`src/rtl/uart_pkg.sv`:
```
// uart_pkg: state encoding and default sizing shared by the UART receiver and the future transmitter.
package uart_pkg;
    localparam int DEF_DATA_BITS  = 8;
    localparam int DEF_OVERSAMPLE = 16;
    localparam int TICK_W = $clog2(DEF_OVERSAMPLE);
    localparam int BIT_W  = $clog2(DEF_DATA_BITS);
    typedef enum logic [2:0] {IDLE, START, DATA, PARITY, STOP, BRK} rx_state_e;
endpackage

```
`src/rtl/uart_rx_oversample_if.sv`:
```
// uart_rx_oversample_if: receiver-to-host byte handshake plus status pulses.
// parity_err exists only when UART_RX_PARITY_EN is defined.
interface uart_rx_oversample_if #(parameter int DATA_BITS = uart_pkg::DEF_DATA_BITS);
    logic [DATA_BITS-1:0] rx_data;
    logic rx_valid, rx_ready, frame_err, overrun, busy;
`ifdef UART_RX_PARITY_EN
    logic parity_err;
    modport master (output rx_data, rx_valid, frame_err, overrun, busy, parity_err, input rx_ready);
    modport slave  (input rx_data, rx_valid, frame_err, overrun, busy, parity_err, output rx_ready);
`else
    modport master (output rx_data, rx_valid, frame_err, overrun, busy, input rx_ready);
    modport slave  (input rx_data, rx_valid, frame_err, overrun, busy, output rx_ready);
`endif
endinterface

```
`src/rtl/uart_rx_sync.sv`:
```
// uart_rx_sync: two-flop synchronizer for the idle-high serial line, resets to 1.
module uart_rx_sync (
    input  logic clk,
    input  logic rst_n,
    input  logic d_i,
    output logic q_o
);
    logic [1:0] sync_q;
    always_ff @(posedge clk or negedge rst_n) begin
        if (!rst_n) sync_q <= 2'b11;
        else sync_q <= {sync_q[0], d_i};
    end
    assign q_o = sync_q[1];
endmodule

```
`src/rtl/uart_rx_oversample.sv`:
```
// uart_rx_oversample: oversampled UART receiver delivering bytes over a valid/ready handshake.
// Define UART_RX_PARITY_EN for an even-parity bit and the parity_err pulse.
module uart_rx_oversample
    import uart_pkg::*;
#(
    parameter int DATA_BITS  = DEF_DATA_BITS,
    parameter int OVERSAMPLE = DEF_OVERSAMPLE
) (
    input  logic clk,
    input  logic rst_n,
    input  logic baud_tick,
    input  logic rx,
    uart_rx_oversample_if.master host
);
`ifdef UART_RX_PARITY_EN
    localparam rx_state_e AFTER_DATA = PARITY;
`else
    localparam rx_state_e AFTER_DATA = STOP;
`endif
    rx_state_e state_q, state_d;
    logic [TICK_W-1:0] tick_q, tick_d;
    logic [BIT_W-1:0] bit_q, bit_d;
    logic [DATA_BITS-1:0] shift_q, shift_d, data_q, data_d;
    logic valid_q, valid_d, ferr_q, ferr_d, ovr_q, ovr_d;
    logic rx_s, centre, done, accept;

    uart_rx_sync u_sync (.clk(clk), .rst_n(rst_n), .d_i(rx), .q_o(rx_s));

    assign centre = baud_tick && tick_q == TICK_W'(OVERSAMPLE-1);

`ifdef UART_RX_PARITY_EN
    logic par_q, par_d, perr_q, perr_d;
`endif

    always_comb begin
        state_d = state_q;
        tick_d  = baud_tick ? tick_q + 1'b1 : tick_q;
        bit_d   = bit_q;
        shift_d = shift_q;
        done    = 1'b0;
        ferr_d  = 1'b0;
`ifdef UART_RX_PARITY_EN
        par_d   = par_q;
`endif
        case (state_q)
            IDLE: if (baud_tick && !rx_s) begin
                tick_d  = '0;
                state_d = START;
            end
            START: if (baud_tick && tick_q == TICK_W'(OVERSAMPLE/2-1)) begin
                tick_d  = '0;
                bit_d   = '0;
                state_d = rx_s ? IDLE : DATA;
            end
            DATA: if (centre) begin
                tick_d  = '0;
                shift_d = {rx_s, shift_q[DATA_BITS-1:1]};
                bit_d   = bit_q + 1'b1;
                state_d = bit_q == BIT_W'(DATA_BITS-1) ? AFTER_DATA : DATA;
            end
`ifdef UART_RX_PARITY_EN
            PARITY: if (centre) begin
                tick_d  = '0;
                par_d   = rx_s;
                state_d = STOP;
            end
`endif
            STOP: if (centre) begin
                tick_d  = '0;
                done    = rx_s;
                ferr_d  = !rx_s;
                state_d = rx_s ? IDLE : BRK;
            end
            BRK: if (baud_tick && rx_s) state_d = IDLE;
            default: state_d = IDLE;
        endcase
    end

    // A completed byte is dropped only when the previous one is still pending this cycle.
    always_comb begin
        accept  = valid_q && host.rx_ready;
        ovr_d   = done && valid_q && !accept;
        data_d  = done && !ovr_d ? shift_q : data_q;
        valid_d = done || (valid_q && !accept);
    end

    always_ff @(posedge clk or negedge rst_n) begin
        if (!rst_n) begin
            state_q <= IDLE;
            tick_q  <= '0;
            bit_q   <= '0;
            shift_q <= '0;
            data_q  <= '0;
            valid_q <= 1'b0;
            ferr_q  <= 1'b0;
            ovr_q   <= 1'b0;
        end else begin
            state_q <= state_d;
            tick_q  <= tick_d;
            bit_q   <= bit_d;
            shift_q <= shift_d;
            data_q  <= data_d;
            valid_q <= valid_d;
            ferr_q  <= ferr_d;
            ovr_q   <= ovr_d;
        end
    end

`ifdef UART_RX_PARITY_EN
    assign perr_d = done && (^{shift_q, par_q});
    always_ff @(posedge clk or negedge rst_n) begin
        if (!rst_n) begin
            par_q  <= 1'b0;
            perr_q <= 1'b0;
        end else begin
            par_q  <= par_d;
            perr_q <= perr_d;
        end
    end
    assign host.parity_err = perr_q;
`endif

    assign host.rx_data   = data_q;
    assign host.rx_valid  = valid_q;
    assign host.frame_err = ferr_q;
    assign host.overrun   = ovr_q;
    assign host.busy      = state_q != IDLE;
endmodule
```
`src/flat_wrapper.sv`:
```
// flat-port wrapper written by rule: the top's interface ports become plain ports
module uart_rx_oversample_flat import uart_pkg::*;
#(
    parameter int DATA_BITS  = DEF_DATA_BITS,
    parameter int OVERSAMPLE = DEF_OVERSAMPLE
)
  (clk, rst_n, baud_tick, rx, host_rx_data, host_rx_valid, host_frame_err, host_overrun, host_busy, host_rx_ready);
  uart_rx_oversample_if #(.DATA_BITS(DATA_BITS)) host_i ();
  input  logic clk;
  input  logic rst_n;
  input  logic baud_tick;
  input  logic rx;
  output wire logic [$bits(host_i.rx_data)-1:0] host_rx_data;
  output wire logic [$bits(host_i.rx_valid)-1:0] host_rx_valid;
  output wire logic [$bits(host_i.frame_err)-1:0] host_frame_err;
  output wire logic [$bits(host_i.overrun)-1:0] host_overrun;
  output wire logic [$bits(host_i.busy)-1:0] host_busy;
  input wire logic [$bits(host_i.rx_ready)-1:0] host_rx_ready;
  assign host_rx_data = host_i.rx_data;
  assign host_rx_valid = host_i.rx_valid;
  assign host_frame_err = host_i.frame_err;
  assign host_overrun = host_i.overrun;
  assign host_busy = host_i.busy;
  assign host_i.rx_ready = host_rx_ready;
  uart_rx_oversample #(.DATA_BITS(DATA_BITS), .OVERSAMPLE(OVERSAMPLE)) u_core (.clk(clk), .rst_n(rst_n), .baud_tick(baud_tick), .rx(rx), .host(host_i));
endmodule
```
`config.mk`:
```
export PLATFORM = sky130hd
export DESIGN_NAME = uart_rx_oversample_flat
export DESIGN_NICKNAME = d
export VERILOG_FILES = /design/src/rtl/uart_pkg.sv /design/src/rtl/uart_rx_oversample_if.sv /design/src/rtl/uart_rx_sync.sv /design/src/rtl/uart_rx_oversample.sv /design/src/flat_wrapper.sv
export SDC_FILE = /design/constraint.sdc
export NUM_CORES = 1
export LEC_CHECK = 0
export CORE_MARGIN = 5
export CORE_UTILIZATION = 45
export DETAILED_ROUTE_END_ITERATION = 6
export HOLD_SLACK_MARGIN = 0.1
export PLACE_DENSITY = 0.7
export SLEW_MARGIN = 30
export SYNTH_ARGS = -nofsm -noshare
export SYNTH_HDL_FRONTEND = slang
export SYNTH_SLANG_ARGS = --single-unit
```
`constraint.sdc`:
```
create_clock -name clk -period 3.3 [get_ports clk]
set_input_delay 0.825 -clock clk [delete_from_list [all_inputs] [get_ports clk]]
set_output_delay 0.825 -clock clk [all_outputs]
set_load 0.05 [all_outputs]
```
Word level (Yosys, flattened, before mapping):

Cells that the tools add are included.

* word-level logic and storage cells: 64
* input port bits: 5
* register bits after elaboration: 31
* output and inout bits: 12

* eq/ne operators: 12
* muxes and demuxes: 21
* add/subtract/negate cells: 2
* reduce and logical (&&, ||, !) cells: 20

Operators with widths (count)
* $mux W3: 9
* $mux W4: 4
* $pmux W3 S5: 1
* $pmux W4 S3: 1
* $ne A2 B1 Y1 const B: 5
* $eq A3 B3 Y1 const B: 3
* $logic_and A1 B1 Y1: 9
* $pmux W3 S2: 1
* $reduce_and A5 Y1: 1
* $add A4 B1 Y4 const B: 1
* $eq A4 B3 Y1 const B: 1
* $eq A4 B4 Y1 const B: 1
* $mux W1: 4
* $add A3 B1 Y3 const B: 1
* $eq A3 B1 Y1 const B: 1
* $eq A3 B2 Y1 const B: 1
* $logic_not A1 Y1: 3
* $logic_not A3 Y1: 1
* $reduce_and A3 Y1: 1
* $reduce_bool A3 Y1: 1
* $mux W2: 1
* $reduce_and A2 Y1: 1
* $reduce_bool A2 Y1: 1
* $reduce_or A2 Y1: 1
* $logic_or A1 B1 Y1: 1

Depth between registers and ports, before layout:

Gate-level depths: netlist of the first run.

* word-level depth: 8
* depth in mapped cells: 5
* gate-level depth less buffers: 4

Cells and area by module:

From an unflattened synthesis of the first run, not the netlist that was laid out.

* cells, all modules: 135
* area, all modules: 1458.9 µm²

By module, submodules not included
* uart_rx_oversample: area an instance 1406.3 µm², cells an instance 133, sequential area each 725.7 µm², instances 1
* uart_rx_sync: area an instance 52.6 µm², cells an instance 2, sequential area each 52.6 µm², instances 1

Least setup slack after synthesis of the first run:

No wires, ideal clock.

* kind: input to register
* start: input baud_tick
* end: register u_core.data_q[0] (netlist: u_core.host.rx_data[0])
* required time: 3175 ps
* buffers on the path: 1
* cell stages on the path: 4
* library setup time: 125 ps
* arrival: 1955 ps
* setup slack: 1219 ps
* cell sequence: nand4_1 or4b_1 buf_6 mux2_4

* longest elaborated chain between the ends: 7

RTL lines
* start, declared: RTL line flat_wrapper.sv:11 `input logic baud_tick;`
* $logic_and A1 B1 Y1 *: RTL line uart_rx_oversample.sv:29 `assign centre = baud_tick && tick_q == TICK_W'(OVERSAMPLE-1);`
* $mux W1 *: RTL line uart_rx_oversample.sv:68 `STOP: if (centre) begin`
* $mux W1 *: RTL line uart_rx_oversample.sv:45 `case (state_q)`
* $logic_and A1 B1 Y1 (2 in a row): RTL line uart_rx_oversample.sv:82 `ovr_d = done && valid_q && !accept;`
* $logic_not A1 Y1: RTL line uart_rx_oversample.sv:83 `data_d = done && !ovr_d ? shift_q : data_q;`
* $logic_and A1 B1 Y1 *: RTL line uart_rx_oversample.sv:83
* end signal, assigned: RTL line uart_rx_oversample.sv:102 `data_q <= data_d;`
* end, declared: RTL line uart_rx_oversample.sv:23 `logic [DATA_BITS-1:0] shift_q, shift_d, data_q, data_d;`

Mark *: on every way between the ends. The rest lies on a longest branch, timed or not.
A chain may end at the register's enable or synchronous reset.

Final worst setup path of the first run:

* start: register u_core.state_q[0]
* end: output host_busy

* longest elaborated chain between the ends: 1

RTL lines
* start, declared: RTL line uart_rx_oversample.sv:20 `rx_state_e state_q, state_d;`
* start signal, assigned: RTL line uart_rx_oversample.sv:98 `state_q <= state_d;`
* $reduce_bool A3 Y1: RTL line uart_rx_oversample.sv:127 `assign host.busy = state_q != IDLE;`
* end, declared: RTL line flat_wrapper.sv:17 `output wire logic [$bits(host_i.busy)-1:0] host_busy;`

No other way between the ends.

==> results of run 1 <==
[routing by layer]
layer | vias up | GRT usage [%] | routed length (um)
met5 | - | 0 | 0
met4 | 0 | 4.57 | 55
met3 | 6 | 6.29 | 148
met2 | 20 | 20.2 | 1170
met1 | 448 | 16.7 | 1110
li1 | 441 | - | -
[state kept, by name, summed over array words and instances, names as in the netlist]
signal	count
u_core.bit_q	3
u_core.shift_q	8
u_core.host.frame_err	1
u_core.host.rx_valid	1
u_core.host.rx_data	8
u_core.state_q	3
u_core.tick_q	4
u_core.host.overrun	1
u_core.u_sync.sync_q	2
[how the worst max path moves through the flow]
stage,from,to,slack (ns),cells past startpoint
2_1_floorplan,baud_tick,u_core.host.rx_data[0]$_DFFE_PN0P_,1.22,4
4_1_cts,u_core.state_q[0]$_DFFE_PN0P_,host_busy,0.62,3
3_3_place_gp,baud_tick,u_core.host.rx_data[4]$_DFFE_PN0P_,0.53,4
3_5_place_dp,baud_tick,u_core.host.rx_data[3]$_DFFE_PN0P_,0.48,4
6_report,u_core.state_q[0]$_DFFE_PN0P_,host_busy,0.60,3
5_1_grt,u_core.state_q[0]$_DFFE_PN0P_,host_busy,0.48,3
[power by group through the flow]
stage | Combinational, mW | Clock [mW] | Sequential, mW
global route | 0.197 | 0.337 | 0.470
finish | 0.179 | 0.307 | 0.464
global placement | 0.173 | 0 | 0.466
detailed placement | 0.179 | 0 | 0.468
floorplan | 0.146 | 0 | 0.448
CTS | 0.181 | 0.316 | 0.461
[synth_stat cells (2+ instances only)]
master / number
nor4b_1: 2
dfrtp_1: 29
inv_1: 2
a21oi_1: 2
a211o_1: 2
clkbuf_1: 4
nand2_1: 3
nand2b_1: 2
nor3_1: 4
nor2_1: 4
mux2_4: 8
nand4_1: 2
ha_1: 3
nor3b_1: 3
mux2_2: 10
dfstp_2: 2
o2bb2ai_1: 2
[cell families after synthesis]
| group | share of synthesized area, % |
|---|---|
| adder cells (fa/ha/maj) | 2.62 |
| XOR/XNOR | 1.23 |
| multiplexers | 17.0 |
| buffers and inverters | 2.36 |
| AO/OA/AOI/OAI | 7.44 |
| AND/OR/NAND/NOR | 15.0 |
| flip-flops | 54.4 |
[cells in the final DEF (no fill, tap or decap), types with 2 or more instances in the layout]
cell type / Yosys / layout
dfrtp_1: 29 / 29
clkdlybuf4s50_1: 0 / 16
mux2_2: 10 / 10
mux2_4: 8 / 8
clkbuf_4: 0 / 5
nor2_1: 4 / 4
nor3_1: 4 / 4
nand2_1: 3 / 3
nor3b_1: 3 / 3
ha_1: 3 / 3
inv_1: 2 / 2
nand4_1: 2 / 2
nor4b_1: 2 / 2
o2bb2ai_1: 2 / 2
a21oi_1: 2 / 2
nand2b_1: 2 / 2
a211o_1: 2 / 2
buf_4: 0 / 2
dfstp_2: 2 / 2
[per-stage QoR]
stage	setup WS (ns)	utilization, %	instances	area [um2]
floorplan	1.22	-	109	1430
finish	0.604	56.4	174	1720
CTS	0.617	56.4	174	1720
detailed placement	0.483	53.5	166	1630
global route	0.484	56.4	174	1720
global placement	0.525	53.5	166	1630
[cell type report]
cell class / instances / area, um2 / area share [%]
Sequential cell: 31 / 778 / 45.2
Multi-Input combinational cell: 71 / 618 / 35.9
Timing Repair Buffer: 18 / 175 / 10.2
Tap cell: 44 / 55.1 / 3.20
Clock buffer: 6 / 51.3 / 2.98
Clock inverter: 2 / 35.0 / 2.04
Inverter: 2 / 7.51 / 0.436
==> metrics.txt, run 1 <==
CP arrival=1.87 ns; crit-path max cell delay=between 0.7 and 0.8 ns; area leader, netlist=dfrtp_1; Crit. End Element=output port; vias in the first global route=roughly 890; Netlist cell types=42; grt total ovfl=0; Fin. Hold Viols=0; Total GRT Usage=approximately 13%; sequential share of the synthesized area=between 50% and 60%; Synth area leaders=dfrtp_1, mux2_4, mux2_2, dfstp_2, ha_1; vias=915; Die H=about 66 um; Mapped Area=roughly 1400 um2; Leakage=~0.8 nW; CTS Hold Bufs=0; Post-CTS Setup Bufs=0; die area=approximately 4400 um2; min Tclk post-route=approximately 2.7 ns; Port Buffers=16; CP Cell Sequence=inv_1, nand2_1, clkdlybuf4s50_1; CTS clock-pin slew for the worst setup and hold paths=approximately 0.09 ns; Psw=~270 uW; Syn Inst Count=roughly 110; Vias per Instance=~5.3; logic gate share of total power=between 10% and 20%; Slew HR=65.8%; DRT Wirelength=~2500 um; Remaining DRCs=0; internal power=between 600 and 700 uW; Clock Latency Late Sink=0.33 ns; hold path cells=0; delay-heaviest family, CP=buffers and inverters; Die X-Extent=between 60 and 70 um; final period utilization=81.7%; Seq pwr share=48.8%; Final Skew=around 0.0062 ns; CTS H-tree depth=2; RSZ-0062 raised after global routing=false; r2r setup slk=between 1 and 1.5 ns; DR pass1 iterations=4; worst-case reg-to-reg path depth=4; largest net degree at the start of global routing=32; Fillers=roughly 280; clock sink total=31; Worst Hold End=u_core.u_sync.sync_q[1]$_DFF_PN1_; ys async rst share=100%; sw frac=between 20% and 30%; FP Rows=20; final hold slack=~0.36 ns; CTS root buffer=clkbuf_4; Max IR drop VDD=roughly 0.34 mV; Synth top area share=50.7%; CP bufs+invs=2; EDFF count, synth=0; CTS resizes=0; syn_area_per_cell=about 13 um2; share of layout cells above drive strength 1=25.4%; Worst R2R End=u_core.host.rx_data[3]$_DFFE_PN0P_; area added between synthesis and finish=20.3%; status=finished, final reports clean; dominant synthesized flop cell=dfrtp_1; Synthesis Warnings=0; Iter 0 DRT Violations=52; num ports=17; Pwr Total=around 950 uW; Num CTS Buffers=5; CTS tree=done; fmax=between 300 and 400 MHz; WP data required=about 2.5 ns; Setup Total Neg Slack=0 ns; ANT nets after route=0; initial antenna violation count=0; Max Slew Vio Count=0; Final setup viols=0; Hold Path Class=reg2reg; global-route wire length before repair=approximately 4300 um; CP Max Fanout=9; measured slew at the worst slew-check pin=a little over 0.5 ns; number of max-cap violations=0; initial core utilization=approximately 47%; placed wire-length estimate=approximately 1800 um; WS Path Type=reg2out; Startpoint Class=flop; Slowest-stage cell, CP=clkdlybuf4s50_1; Max Root-Sink Buffers=2; Routed WL per cell=14.3 um; worst r2r src=u_core.tick_q[0]$_DFF_PN0_; Placeable Area=approximately 3000 um2; Mapped Nets=117; PwrDens=about 550 nW/um2; Net count, final=about 140; placer congestion estimate=0.864; clock network power share=32.3%; Seq cells post-synth=31; min-delay src=u_core.u_sync.sync_q[0]$_DFF_PN1_; Antenna Cells=0
Power figures use the tool's default switching activity.
==> inputs of run 2 (changes only) <==
==> constraint.sdc (replaced) <==
create_clock -name clk -period 2.7 [get_ports clk]
set_input_delay 0.675 -clock clk [delete_from_list [all_inputs] [get_ports clk]]
set_output_delay 0.675 -clock clk [all_outputs]
set_load 0.05 [all_outputs]
==> run 2 against run 1 <==
Global-route usage rose by 0.19 points. Core utilization fell by 0.37 points. Register-to-register slack got worse by 0.58 ns. Sequential cell count stayed put. Hold slack worse by 0.00094 ns. Routed wire length fell by 0.52%. Sequential share of layout area is 0.30 points higher. Worst setup slack got worse by 0.43 ns. Final cell count is 1.1% higher. Die area stayed put. Via count rose by 1.5%. Clock-buffer cell count rose by 1. Highest routed layer unchanged.
==> metrics.txt, run 2 (synthesis results as in run 1) <==
status=finished, final reports clean; Slew HR=66.6% (+0.78 points); CTS tree=done; Setup Total Neg Slack=0 ns (unchanged); WS Path Type=reg2out; Leakage=0.794 nW (-0.42%); Die H=66.4 um (unchanged); Remaining DRCs=0 (unchanged); CP Cell Sequence=inv_1, nand2_1, clkdlybuf4s50_1; measured slew at the worst slew-check pin=0.499 ns (-0.0117 ns); most common cell after layout, fill and taps aside=dfrtp_1; CTS clock-pin slew for the worst setup and hold paths=0.09 ns (about the same); clock sink total=31 (unchanged); DRT Wirelength=2470 um (-0.52%); Num CTS Buffers=5 (unchanged); CP Max Fanout=9 (unchanged); Port Buffers=16 (unchanged); Slowest-stage cell, CP=clkdlybuf4s50_1; Max Slew Vio Count=0 (unchanged); Die X-Extent=66.4 um (unchanged); area added between synthesis and finish=19.5%; Final Skew=0.00742 ns (+0.00119 ns); CTS root buffer=clkbuf_4; share of layout cells above drive strength 1=25.8% (+0.37 points); CTS H-tree depth=2 (unchanged); placer congestion estimate=0.847 (-1.9%); hold path cells=0 (unchanged); placed wire-length estimate=1780 um (+0.45%); Fin. Hold Viols=0 (unchanged); vias=929 (+1.5%); PwrDens=622 nW/um2 (+13%); CP arrival=1.85 ns (-0.02 ns); largest net degree at the start of global routing=32 (unchanged); Crit. End Element=output port; Hold Path Class=reg2reg; FP Rows=20 (unchanged); DP Area=1650 um2 (+0.92%); post-route cell area=1710 um2 (-0.65%); Net count, final=139 (+1.5%); worst-case reg-to-reg path depth=3 (-1); Max IR drop VDD=0.310 mV (-8.9%); worst r2r src=u_core.state_q[1]$_DFFE_PN0P_; Antenna Cells=0 (unchanged); most frequent cells in the layout=dfrtp_1, clkdlybuf4s50_1, mux2_2, mux2_4, clkbuf_4; min Tclk post-route=approximately 2.5 ns; number of max-cap violations=0 (unchanged); grt total ovfl=0 (unchanged); Fillers=269 (-3.6%); Final setup viols=0 (unchanged); global-route wire length before repair=4460 um (+2.5%); WP data required=2.03 ns (-0.44 ns); Worst R2R End=u_core.host.rx_data[2]$_DFFE_PN0P_; Placeable Area=3050 um2 (unchanged); die area=4410 um2 (unchanged); r2r setup slk=0.56 ns (-0.58 ns); initial core utilization=46.8% (unchanged); Iter 0 DRT Violations=17 (-67%); RSZ-0062 raised after global routing=false; vias in the first global route=942 (+5.5%); final period utilization=just over 90%; Post-CTS Setup Bufs=0 (unchanged); Max Root-Sink Buffers=2 (unchanged); DR pass1 iterations=4 (unchanged); crit path to=host_busy; crit-path max cell delay=0.80 ns (about the same); CTS Hold Bufs=0 (unchanged); CTS resizes=0 (unchanged); fmax=slightly below 400 MHz; Total GRT Usage=13.6% (+0.19 points); ANT nets after route=0 (unchanged); Worst Setup SP=u_core.state_q[0]$_DFFE_PN0P_; initial antenna violation count=0 (unchanged); Startpoint Class=flop; Vias per Instance=5.28 (+0.38%); Routed WL per cell=14.0 um (-1.7%); num ports=17 (unchanged); Clock Latency Late Sink=0.33 ns (about the same)
-- run 2: cell count changes in the layout (fill, tap and decap cells not counted), sizes merged --
| cell | before | now |
|---|---|---|
| buf | 2 | 4 |
| bufinv | 1 | 0 |
| clkbuf | 6 | 7 |
-- run 2: where the power goes --
group	total, mW	internal, mW	switching (mW)	leakage, nW
registers	0.566	0.506	0.0600	0.415
clock network	0.277	0.126	0.151	0.0353
logic	0.221	0.105	0.116	0.344
total	1.06	0.736	0.327	0.794
-- run 2: critical path: cells and delay by family, from the launching register on --
family | cells | cell delay (ns)
flops | 1 | 0.48
simple gates | 1 | 0.08
buf+inv | 2 | 0.97
-- run 2: stage by stage --
stage | total power [mW] | hold WS (ns) | util, % | instances | setup slack (ns)
after floorplan | 0.725 | 0.345 | - | 109 | 0.769
after global placement | 0.786 | 0.346 | 54.0 | 168 | 0.149
after detailed placement | 0.797 | 0.347 | 54.0 | 168 | 0.115
after CTS | 1.08 | 0.361 | 56.0 | 176 | 0.160
after global routing | 1.13 | 0.364 | 56.0 | 176 | 0.0669
final | 1.06 | 0.360 | 56.0 | 176 | 0.178
-- run 2: metal layers --
layer | share of wire [%] | vias up | track usage [%]
met5 | 0 | - | 0
met4 | 2.4 | 0 | 6.85
met3 | 5.4 | 7 | 3.74
met2 | 45 | 20 | 20.9
met1 | 48 | 455 | 17.3
li1 | - | 447 | -
-- run 2: worst min path at each step --
stage	start	end	slack (ns)
after floorplan	u_core.u_sync.sync_q[0]$_DFF_PN1_	u_core.u_sync.sync_q[1]$_DFF_PN1_	0.35
after global placement	u_core.u_sync.sync_q[0]$_DFF_PN1_	u_core.u_sync.sync_q[1]$_DFF_PN1_	0.35
after detailed placement	u_core.u_sync.sync_q[0]$_DFF_PN1_	u_core.u_sync.sync_q[1]$_DFF_PN1_	0.35
after CTS	u_core.u_sync.sync_q[0]$_DFF_PN1_	u_core.u_sync.sync_q[1]$_DFF_PN1_	0.36
after global routing	u_core.u_sync.sync_q[0]$_DFF_PN1_	u_core.u_sync.sync_q[1]$_DFF_PN1_	0.36
final	u_core.u_sync.sync_q[0]$_DFF_PN1_	u_core.u_sync.sync_q[1]$_DFF_PN1_	0.36
-- run 2: final cells by class --
class | count | area (um2) | share of cell area (%)
sequential | 31 | 778 | 45.5
multi-input combinational | 71 | 618 | 36.2
timing repair buffer | 20 | 190 | 11.1
clock buffer | 7 | 55.1 | 3.22
tap | 44 | 55.1 | 3.22
inverter | 2 | 7.51 | 0.439
clock inverter | 1 | 5.00 | 0.293
